==> src/rtl/frame_pkg.sv <==
// Shared definitions for the frame capture path:
// FSM encoding, bus widths and default window size.
package frame_pkg;

  localparam int ADDR_W    = 22;
  localparam int PIX_W     = 24;
  localparam int CNT_W     = 16;
  localparam int H_PIX_DEF = 320;
  localparam int V_PIX_DEF = 240;

  localparam logic [1:0] S_IDLE    = 2'd0;
  localparam logic [1:0] S_WAIT_VS = 2'd1;
  localparam logic [1:0] S_CAPTURE = 2'd2;
  localparam logic [1:0] S_DONE    = 2'd3;

endpackage

==> src/rtl/sync_edge_det.sv <==
// Registered falling-edge detection for the source
// vertical sync (active-low) and data-enable.
module sync_edge_det (
  input  logic clk_i,
  input  logic rst_i,
  input  logic vs_i,
  input  logic de_i,
  output logic vs_fall_o,
  output logic de_fall_o
);

  logic vs_q;
  logic de_q;

  // vs idles high so a reset never looks like a sync edge
  always_ff @(posedge clk_i or posedge rst_i) begin
    if (rst_i) begin
      vs_q <= 1'b1;
      de_q <= 1'b0;
    end else begin
      vs_q <= vs_i;
      de_q <= de_i;
    end
  end

  assign vs_fall_o = vs_q & ~vs_i;
  assign de_fall_o = de_q & ~de_i;

endmodule

==> src/rtl/frame_writer.sv <==
// Captures one windowed frame of a DE/VS video stream
// into a linear frame buffer, one write per stored pixel.
module frame_writer
  import frame_pkg::*;
#(
  parameter int H_PIX = H_PIX_DEF,
  parameter int V_PIX = V_PIX_DEF,
  parameter int X_OFF = 0,
  parameter int Y_OFF = 0
) (
  input  logic              iCLK,
  input  logic              iRST,
  input  logic              iStart,
  input  logic              iVS,
  input  logic              iDE,
  input  logic [7:0]        iRed,
  input  logic [7:0]        iGreen,
  input  logic [7:0]        iBlue,
  output logic [ADDR_W-1:0] oAddress,
  output logic [PIX_W-1:0]  oData,
  output logic              oWren,
  output logic              oBusy,
  output logic              oFrame_Done,
  output logic              oAbort
);

  localparam logic [CNT_W-1:0] X_LO = CNT_W'(X_OFF);
  localparam logic [CNT_W-1:0] Y_LO = CNT_W'(Y_OFF);
  localparam logic [CNT_W-1:0] X_N  = CNT_W'(H_PIX);
  localparam logic [CNT_W-1:0] Y_N  = CNT_W'(V_PIX);
  localparam logic [ADDR_W-1:0] LAST =
    ADDR_W'(H_PIX * V_PIX - 1);

  logic              vs_fall;
  logic              de_fall;
  logic [1:0]        state_q, state_d;
  logic [CNT_W-1:0]  x_q, x_d;
  logic [CNT_W-1:0]  y_q, y_d;
  logic [ADDR_W-1:0] cnt_q, cnt_d;
  logic [ADDR_W-1:0] addr_q, addr_d;
  logic [PIX_W-1:0]  data_q, data_d;
  logic              wren_q, wren_d;
  logic              abort_q, abort_d;
  logic              done_q;
  logic              in_win;

  sync_edge_det u_edge (
    .clk_i     (iCLK),
    .rst_i     (iRST),
    .vs_i      (iVS),
    .de_i      (iDE),
    .vs_fall_o (vs_fall),
    .de_fall_o (de_fall)
  );

  // offset-subtract wraps below the window, so one compare per axis
  assign in_win = iDE
               && ((x_q - X_LO) < X_N)
               && ((y_q - Y_LO) < Y_N);

  always_comb begin
    state_d = state_q;
    x_d     = x_q;
    y_d     = y_q;
    cnt_d   = cnt_q;
    addr_d  = addr_q;
    data_d  = data_q;
    wren_d  = 1'b0;
    abort_d = 1'b0;

    if (iDE && (x_q != '1)) x_d = x_q + 1'b1;
    if (de_fall) begin
      x_d = '0;
      if (y_q != '1) y_d = y_q + 1'b1;
    end
    if (vs_fall) begin
      x_d = '0;
      y_d = '0;
    end

    unique case (state_q)
      S_IDLE: begin
        if (iStart) state_d = S_WAIT_VS;
      end
      S_WAIT_VS: begin
        if (vs_fall) begin
          state_d = S_CAPTURE;
          cnt_d   = '0;
        end
      end
      S_CAPTURE: begin
        if (vs_fall) begin
          state_d = S_WAIT_VS;
          abort_d = 1'b1;
        end else if (in_win) begin
          wren_d = 1'b1;
          addr_d = cnt_q;
          data_d = {iRed, iGreen, iBlue};
          if (cnt_q == LAST) state_d = S_DONE;
          else cnt_d = cnt_q + 1'b1;
        end
      end
      S_DONE: begin
        state_d = S_IDLE;
      end
      default: begin
        state_d = S_IDLE;
      end
    endcase
  end

  always_ff @(posedge iCLK or posedge iRST) begin
    if (iRST) begin
      state_q <= S_IDLE;
      x_q     <= '0;
      y_q     <= '0;
      cnt_q   <= '0;
      addr_q  <= '0;
      data_q  <= '0;
      wren_q  <= 1'b0;
      abort_q <= 1'b0;
      done_q  <= 1'b0;
    end else begin
      state_q <= state_d;
      x_q     <= x_d;
      y_q     <= y_d;
      cnt_q   <= cnt_d;
      addr_q  <= addr_d;
      data_q  <= data_d;
      wren_q  <= wren_d;
      abort_q <= abort_d;
      done_q  <= (state_q == S_DONE);
    end
  end

  assign oAddress    = addr_q;
  assign oData       = data_q;
  assign oWren       = wren_q;
  assign oAbort      = abort_q;
  assign oFrame_Done = done_q;
  assign oBusy       = (state_q == S_WAIT_VS)
                    || (state_q == S_CAPTURE);

endmodule

==> config.mk <==
export PLATFORM = sky130hd
export DESIGN_NAME = frame_writer
export DESIGN_NICKNAME = d
export VERILOG_FILES = /design/src/rtl/frame_pkg.sv /design/src/rtl/sync_edge_det.sv /design/src/rtl/frame_writer.sv
export SDC_FILE = /design/constraint.sdc
export NUM_CORES = 1
export LEC_CHECK = 0
export ABC_AREA = 1
export BUFFER_PORTS_ARGS = -buffer_cell sky130_fd_sc_hd__buf_2
export CAP_MARGIN = 20
export CORE_MARGIN = 2
export CORE_UTILIZATION = 62
export CTS_CLUSTER_DIAMETER = 100
export CTS_CLUSTER_SIZE = 16
export DETAILED_ROUTE_END_ITERATION = 8
export PLACE_DENSITY = 0.95
export SKIP_CTS_REPAIR_TIMING = 1
export SYNTH_ARGS = -nofsm -noshare
export SYNTH_HDL_FRONTEND = slang
export SYNTH_SLANG_ARGS = --single-unit
==> constraint.sdc <==
create_clock -name iCLK -period 5.7 [get_ports iCLK]
set_input_delay 0.855 -clock iCLK [delete_from_list [all_inputs] [get_ports iCLK]]
set_output_delay 0.855 -clock iCLK [all_outputs]
set_load 0.1 [all_outputs]
Word-level counts from Yosys, hierarchy flattened

Index checks and enable logic that the tools add are counted.

Eq/ne operators: 13
Shift operators: 0
Bitwise gates (word level): 5
Multiply operators: 0
Magnitude comparators: 2
Divide/modulo/power cells: 0
$add $sub $neg: 3
Mux-type cells: 22
Reductions and logical operators: 13

Operators by type and width:

| operator                | count |
|---|---|
| $mux W16                | 6 |
| $mux W22                | 4 |
| $pmux W22 S2            | 1 |
| $add A16 B1 Y16 const B | 2 |
| $ne A16 B16 Y1 const B  | 2 |
| $add A22 B1 Y22 const B | 1 |
| $eq A22 B17 Y1 const B  | 1 |
| $lt A16 B8 Y1 const B   | 1 |
| $lt A16 B9 Y1 const B   | 1 |
| $mux W2                 | 5 |
| $ne A2 B2 Y1 const B    | 4 |
| $pmux W2 S4             | 1 |
| $ne A3 B2 Y1 const B    | 2 |
| $reduce_bool A2 Y1      | 3 |
| $mux W1                 | 5 |
| $reduce_and A5 Y1       | 1 |
| $eq A2 B2 Y1 const B    | 2 |
| $reduce_and A4 Y1       | 1 |
| $logic_and A1 B1 Y1     | 3 |
| $not A1 Y1              | 3 |
| $reduce_and A3 Y1       | 1 |
| $reduce_bool A3 Y1      | 1 |
| $and A1 B1 Y1           | 2 |
| $eq A2 B1 Y1 const B    | 1 |
| 4 further kinds         | 4 |

Memories kept: 0
Bits in latches: 0
Bits in read-only memories: 0
RAM bits: 0
Input port bits: 29
Word-level logic and storage cells: 69
Output and inout port bits: 50
Flip-flop bits (word level): 107

Longest topological paths before layout

Gate-level depths: netlist of run 1.

Depth after elaboration: 6
Gate-level depth with buffers: 12
Gate-level depth less buffers: 12

Modules after synthesis

Synthesis of run 1 repeated with hierarchy kept, for this count alone.

Cells, all modules: 782
Area total of the unflattened synthesis: 5736.8 um^2

By module, submodules not included:

| module        | cells an instance | seq. area each (um^2) | instances | area an instance (um^2) |
|---|---|---|---|---|
| frame_writer  | 775               | 2627.5                | 1         | 5661.7 |
| sync_edge_det | 7                 | 51.3                  | 1         | 75.1 |

Least setup slack after synthesis of run 1

No wires, ideal clock.

Path kind: register -> output
Start: reg state_q[0]
End: out oBusy
Arrival time: 1.282 ns
Buffers on the path: 0
Required time: 4.845 ns
Setup slack: 3.563 ns
Cell stages (with the launch flop): 3
Cell sequence: dfrtp_1 > inv_1 > ha_1

Cells in the longest elaborated chain, start to end: 2
Elaborated cells between the ends (all ways): 3
Classes of those cells: eq/ne (2); reduce/logical (1)

RTL lines:

| item                                                | line                                     | text |
|---|---|---|
| start: declaration                                  | frame_writer.sv:36                       | `logic [1:0] state_q, state_d;` |
| start signal: assignment                            | frame_writer.sv:124                      | `state_q <= state_d;` |
| $eq A2 B1 Y1 / $eq A2 B2 Y1 (equally long branches) | frame_writer.sv:141, frame_writer.sv:142 |  |
| $logic_or A1 B1 Y1 *                                | frame_writer.sv:142                      | `\|\| (state_q == S_CAPTURE);` |
| end: declaration                                    | frame_writer.sv:22                       | `output logic oBusy,` |

Every way passes the cells marked *; elsewhere a longest branch is shown, timed or not.

Final worst setup path of run 1

Start: reg state_q[0]
End: reg cnt_q[1]

Cells in the longest elaborated chain, start to end: 3
Elaborated cells between the ends (all ways): 9
Classes of those cells: eq/ne (6); mux (1); reduce/logical (2)

RTL lines:

| item                                                | line                | text |
|---|---|---|
| $eq A2 B2 Y1 / $eq A2 B1 Y1 (equally long branches) | frame_writer.sv:81  | `unique case (state_q)` |
| $ne A2 B2 Y1 (no line) (tied with other cells)      | --                  |  |
| $reduce_and A5 Y1 (no line)                         | --                  |  |
| end signal: assignment                              | frame_writer.sv:127 | `cnt_q <= cnt_d;` |
| end: declaration                                    | frame_writer.sv:39  | `logic [ADDR_W-1:0] cnt_q, cnt_d;` |

Parallel ways exist; a longest one is shown, timed or not.
A chain may end at the register's enable or synchronous reset.

==> results of run 1 <==
through the flow:
stage / cells / setup WS [ns] / hold slack, ns / area, um^2
after floorplan: 802 / 2.03 / 0.475 / 5760
after detailed placement: 971 / 2.27 / 0.460 / 6190
after CTS: 987 / 2.65 / 0.490 / 6400
final: 988 / 2.97 / 0.482 / 6420
after global routing: 988 / 2.82 / 0.508 / 6420
after global placement: 971 / 2.38 / 0.457 / 6190
synthesized netlist by cell type, types with 2 or more instances:
library cell,count,share of area
inv_1,55,0.036
nand2_2,4,0.0043
a21oi_2,2,0.0030
nor3_1,16,0.014
o21bai_1,2,0.0026
nand3_1,55,0.048
nand4_1,11,0.012
o21ai_0,37,0.032
nor2_1,104,0.068
buf_2,7,0.0061
o21ai_1,2,0.0017
nor2_2,6,0.0065
clkbuf_1,8,0.0052
xor2_1,19,0.029
a21oi_1,4,0.0035
ha_1,7,0.015
nand3_2,2,0.0035
nor3b_1,2,0.0026
nand2_1,329,0.21
dfrtp_1,106,0.46
buf_4,3,0.0039
buf_6,2,0.0039
inv_2,7,0.0046
nor2_4,3,0.0059
metal layers:
layer / routed length, um / global-route usage / up-vias
met5: 0 / 0 / -
met4: 265 / 0.111 / 0
met3: 969 / 0.0376 / 31
met2: 6420 / 0.437 / 224
met1: 5720 / 0.382 / 2438
li1: - / - / 2647
worst register-to-register path, stage by stage (launching register included):
cell	delay, ns
dfrtp_1	0.44
inv_1	0.11
ha_1	0.23
clkinv_1	0.62
nand3_1	0.39
nand2_1	0.34
nand2_4	0.36
nand2_1	0.10
nand2_1	0.09
final cells by class:
type / count / area [um^2]
Multi-Input combinational cell: 611 / 2730
Fill cell: 706 / 2690
Sequential cell: 107 / 2680
Timing Repair Buffer: 80 / 418
Inverter: 63 / 239
Tap cell: 111 / 139
Clock buffer: 9 / 124
Clock inverter: 7 / 88.8
final timing paths:
path                                          from                      end  slack (ns)
setup / recovery            state_q[0]$_DFFE_PP0P_     cnt_q[1]$_DFFE_PP0P_        2.97
hold / removal             oAddress[1]$_DFFE_PP0P_  oAddress[1]$_DFFE_PP0P_        0.48
setup reg to reg            state_q[0]$_DFFE_PP0P_     cnt_q[1]$_DFFE_PP0P_        2.97
hold reg to reg            oAddress[1]$_DFFE_PP0P_  oAddress[1]$_DFFE_PP0P_        0.48
max in group asynchronous                     iRST       x_q[9]$_DFFE_PP0P_        4.02
min in group asynchronous                     iRST       y_q[6]$_DFFE_PP0P_        0.49
registers in the layout, summed over array words and instances, names as in the netlist:
name	count
oWren	1
u_edge.vs_q	1
oData	24
cnt_q	22
y_q	16
state_q	2
oFrame_Done	1
oAbort	1
u_edge.de_q	1
x_q	16
oAddress	22
cells by family (layout without fill, tap and decap cells):
group,after synthesis,after routing
AO/OA/AOI/OAI,48,48
XOR/XNOR,20,20
adder cells (fa/ha/maj),7,7
buffers and inverters,84,159
flip-flops,107,107
AND/OR/NAND/NOR,536,536
report_power, final:
part           switching (mW)  total, mW  internal (mW)
sequential             0.0824      0.951          0.868
clock                   0.310      0.491          0.181
combinational           0.938       1.10          0.164
==> flow_summary_export.csv, run 1 <==
group,metric,value,unit
sta,slew_violations,0,
worst_setup_path,crit_required,6.02,ns
drt,drt_wl_total,13400,um
clocking,clk-insertion-delay-late,0.39,ns
final_layout,mostFrequentLayoutCells,"329 x nand2_1, 106 x dfrtp_1, 104 x nor2_1",
worst_setup_path,cp_max_fo,25,
logic_synthesis,synth-simple-area-share,0.384,
sta,fin_crit,2.73,ns
die,start_util,0.633,
worst_setup_path,end_kind,"flop",
worst_setup_path,cp.arrival,3.05,ns
logic_synthesis,syn_area,5760,um^2
logic_synthesis,ys_ff_latch,107,
place,dpl.hpwl,9380,um
global_route,grt-ovfl-total,0,
final_layout,layout-drive-gt1-share,0.143,
place,gp_congestion,0.934,
logic_synthesis,syn_area_per_cell,7.18,um^2
worst_setup_path,start_kind,"flop",
die,core,9110,um^2
sta,fin_worst_skew,0.0142,ns
logic_synthesis,yosys.area_share.adder,0.0152,
final_layout,final_util,0.705,
clocking,clock_sinks,107,
logic_synthesis,synth_top_family_by_area,"simple AND/OR/NAND/NOR gates",
drt,wl_per_cell,13.5,um
logic_synthesis,syn_inst,802,
power,p_per_area,396,nW/um^2
global_route,grtUsageTotal,0.274,
logic_synthesis,syn-num-nets,838,
die,fp-row-count,35,
logic_synthesis,synth.distinct_cells,33,
worst_setup_path,slowest_delay,0.62,ns
place,io_buffers,78,
global_route,grt_max_degree,67,
drt,drtAntennaViolNets,0,
worst_setup_path,path_buf_inv,2,
sta,max_freq,366,MHz
power,power,2.54,mW
drt,vias,5340,
power,irDropWorstVdd,0.322,mV
worst_hold_path,holdCritPathClass,"flop to flop",
sta,relSlewSlack,0.463,
global_route,grt_antenna_before_repair,0,
clocking,cts_tree,"done",
logic_synthesis,synth_warnings,0,
sta,setup_viol,0,
die,die_width,100,um
drt,remaining_drc_errors,0,
worst_setup_path,cp_num_cells,8,
sta,tightest_slew,0.806,ns
sta,fin_tns_setup,0,ns
worst_setup_path,crit_family,"simple AND/OR/NAND/NOR gates",
worst_hold_path,hold_depth,2,
final_layout,final_common_cell,"nand2_1",
clocking,cts-root-buf,"clkbuf_8",
drt,firstDrtPassIters,7,
clocking,htreeDepth,3,
drt,vias_per_cell,5.40,
drt,drt_iter0_markers,420,
die,die_area,10100,um^2
job,drv_cap,0,
logic_synthesis,synth_compound_area_frac,0.0445,
die,die-height,100,um
sta,rsz0062_at_grt,"false",
worst_setup_path,reg2reg_depth,8,
status,status,"finished clean",
worst_setup_path,path_class,"flop to flop",
clocking,path_clk_slew,0.11,ns
final_layout,fin_nets,908,
logic_synthesis,synth_edf_count,0,
final_layout,area_growth,11.4,%
logic_synthesis,yosysSeqAreaShare,0.465,
sta,timing.final.crit_share,0.479,
global_route,grt_pass1_wl,22300,um
logic_synthesis,synthXorXnorAreaFrac,0.0304,
worst_setup_path,crit_top_cell,"nand2_1",
worst_setup_path,worstPathCellList,"inv_1, ha_1, clkinv_1, nand3_1, nand2_1, nand2_4, nand2_1, nand2_1",
logic_synthesis,async_flop_share,1.00,
clocking,cts_buffers,9,
sta,hold_viol_final,0,
die,io_pins,79,
logic_synthesis,synthFlopType,"dfrtp_1",
logic_synthesis,muxShareOfSynthArea,0,
clocking,clockBufferDepth,2,
global_route,grt_pass1_vias,4916,
worst_setup_path,critPathSlowestCell,"clkinv_1",
power,leakage,3.26,nW
final_layout,n_antenna_cell,0,
No activity file was read; power rests on OpenSTA's default activity.
==> run 2, diff against run 1 <==
- CORE_UTILIZATION: 62 -> 58
- PLACE_DENSITY: 0.95 -> 0.9
- clock period: 5.7 -> 2.6 ns (I/O delays scaled with it)
==> run 2 against run 1 <==
Effect of this change:
- total power grew 120%
- design area up 0.94%
- clock skew is 0.0031 ns higher
- non-clock buffer count increased by 2
- die area grew 6.6%
- sequential share of layout area shrank 0.39 points
- first-iteration DRC count up 27%
- setup slack worse by 2.5 ns
- via count shrank 0.24%
- maximum frequency grew 26%
- global-route usage shrank 2.2 points
- critical path type unchanged
- critical endpoint is now y_q[10]$_DFFE_PP0P_
==> flow_summary_export.csv, run 2 (same netlist as run 1, synthesis figures left out) <==
group,metric,value,unit
status,status,"finished clean",
die,die-height,104,um
final_layout,mostFrequentLayoutCells,"329 x nand2_1, 106 x dfrtp_1, 104 x nor2_1",
sta,tightest_slew,0.626,ns
place,gp_congestion,0.964,
worst_setup_path,start_kind,"flop",
die,core,9730,um^2
power,leakage,3.27,nW
job,drv_cap,0,
place,dpl.hpwl,9210,um
power,internal_power,2.83,mW
clocking,cts_tree,"done",
global_route,met2_usage,0.408,
drt,wl_per_cell,12.9,um
final_layout,n_antenna_cell,0,
sta,rsz0062_at_grt,"false",
sta,fin_crit,2.16,ns
final_layout,final_common_cell,"nand2_1",
drt,remaining_drc_errors,0,
worst_setup_path,rr_endpoint,"y_q[10]$_DFFE_PP0P_",
global_route,gr-max-usage-layer,"met2",
worst_setup_path,regToRegSetupSlack,0.44,ns
drt,vias_per_cell,5.27,
drt,firstDrtPassIters,6,
global_route,grtUsageTotal,0.253,
sta,setup_viol,0,
drt,vias,5327,
global_route,grt_pass1_vias,4766,
drt,drt_wl_total,13100,um
drt,drtAntennaViolNets,0,
sta,max_freq,463,MHz
worst_setup_path,end_kind,"flop",
die,start_util,0.592,
worst_setup_path,cp.arrival,2.44,ns
power,irDropWorstVdd,0.866,mV
clocking,htreeDepth,3,
sta,timing.final.crit_share,0.831,
clocking,cts-root-buf,"clkbuf_8",
final_layout,area_growth,12.4,%
sta,slew_violations,0,
worst_setup_path,endpoint,"y_q[10]$_DFFE_PP0P_",
clocking,clk-insertion-delay-late,0.39,ns
final_layout,largest_register_ffs,24,
power,pwr-share-clk,0.208,
worst_hold_path,holdCritPathClass,"input port to asynchronous set/reset pin",
clocking,clockBufferDepth,2,
clocking,clock_sinks,107,
sta,hold_viol_final,0,
clocking,path_clk_slew,0.11,ns
power,comb_power_share,0.429,
final_layout,layout-drive-gt1-share,0.144,
global_route,use_met1,0.352,
global_route,grt_pass1_wl,22300,um
global_route,grt_antenna_before_repair,0,
worst_setup_path,crit_required,2.88,ns
global_route,grt-ovfl-total,0,
sta,fin_worst_skew,0.0174,ns
final_layout,final_util,0.666,
worst_setup_path,crit_start,"u_edge.vs_q$_DFF_PP1_",
power,p_seq_frac,0.363,
power,power.switching,2.84,mW
die,die_width,104,um
global_route,use_met3,0.0453,
power,p_per_area,876,nW/um^2
worst_setup_path,regToRegStartpoint,"u_edge.vs_q$_DFF_PP1_",
die,io_pins,79,
drt,drt_iter0_markers,532,
worst_setup_path,cp_max_fo,21,
clocking,cts_buffers,9,
die,fp-row-count,36,
worst_setup_path,reg2reg_depth,6,
sta,fin_tns_setup,0,ns
place,io_buffers,78,
worst_setup_path,path_class,"flop to flop",
die,die_area,10700,um^2
power,switching_share,0.501,
sta,relSlewSlack,0.583,
final_layout,fin_nets,910,
global_route,grt_max_degree,84,
[run 2: cell count changes in the layout (fill, tap and decap cells not counted)]
cell,before,now
inv_6,1,2
bufinv_16,0,2
clkinvlp_4,0,1
clkinv_8,2,1
clkinv_4,1,0
buf_4,1,3
inv_12,1,0
inv_8,2,1
inv_4,1,0
[run 2: metal layers]
metal / wire (um) / part of all wire
met1: 5870 / 0.45
met2: 6020 / 0.46
met3: 936 / 0.072
met4: 235 / 0.018
met5: 0 / 0
[run 2: metrics by stage]
stage | power [mW] | hold slack [ns] | std cells | cell area [um^2] | setup WS [ns]
5_1_grt | 5.90 | 0.0638 | 1011 | 6480 | 0.186
4_1_cts | 5.68 | 0.0416 | 1011 | 6480 | 0.474
2_1_floorplan | 4.13 | 0.394 | 802 | 5770 | 0.923
3_3_place_gp | 4.48 | 0.457 | 996 | 6250 | 0.564
3_5_place_dp | 4.52 | 0.458 | 996 | 6250 | 0.471
6_report | 5.67 | 0.0390 | 1011 | 6480 | 0.439
[run 2: power groups by stage]
stage               Sequential [mW]  Combinational, mW  Clock (mW)
floorplan                      3.44              0.686           0
global placement               2.08               2.40           0
detailed placement             2.09               2.43           0
CTS                            2.06               2.44        1.18
global route                   2.09               2.55        1.26
finish                         2.06               2.43        1.18
[run 2: layout make-up]
type / count / area [um^2]
flip-flops and latches: 107 / 2680
well taps: 133 / 166
fillers: 803 / 3250
clock inverters: 6 / 105
inverters: 63 / 240
clock buffers: 9 / 124
repair buffers: 82 / 433
multi-input cells: 611 / 2730
[run 2: worst min-delay path by stage]
stage / slack [ns] / to / cells past startpoint
floorplan: 0.39 / u_edge.vs_q$_DFF_PP1_ / 0
global placement: 0.46 / oData[11]$_DFFE_PP0P_ / 2
detailed placement: 0.46 / oData[13]$_DFFE_PP0P_ / 2
CTS: 0.04 / oData[14]$_DFFE_PP0P_ / 2
global route: 0.06 / oData[19]$_DFFE_PP0P_ / 2
finish: 0.04 / oData[14]$_DFFE_PP0P_ / 2
[run 2: critical path, cell delays in order, from the launching register on]
cell	delay [ns]
dfstp_2	0.53
inv_1	0.06
nor2_4	0.23
inv_2	0.20
nand2_1	0.28
nand2_1	0.41
o21ai_0	0.33
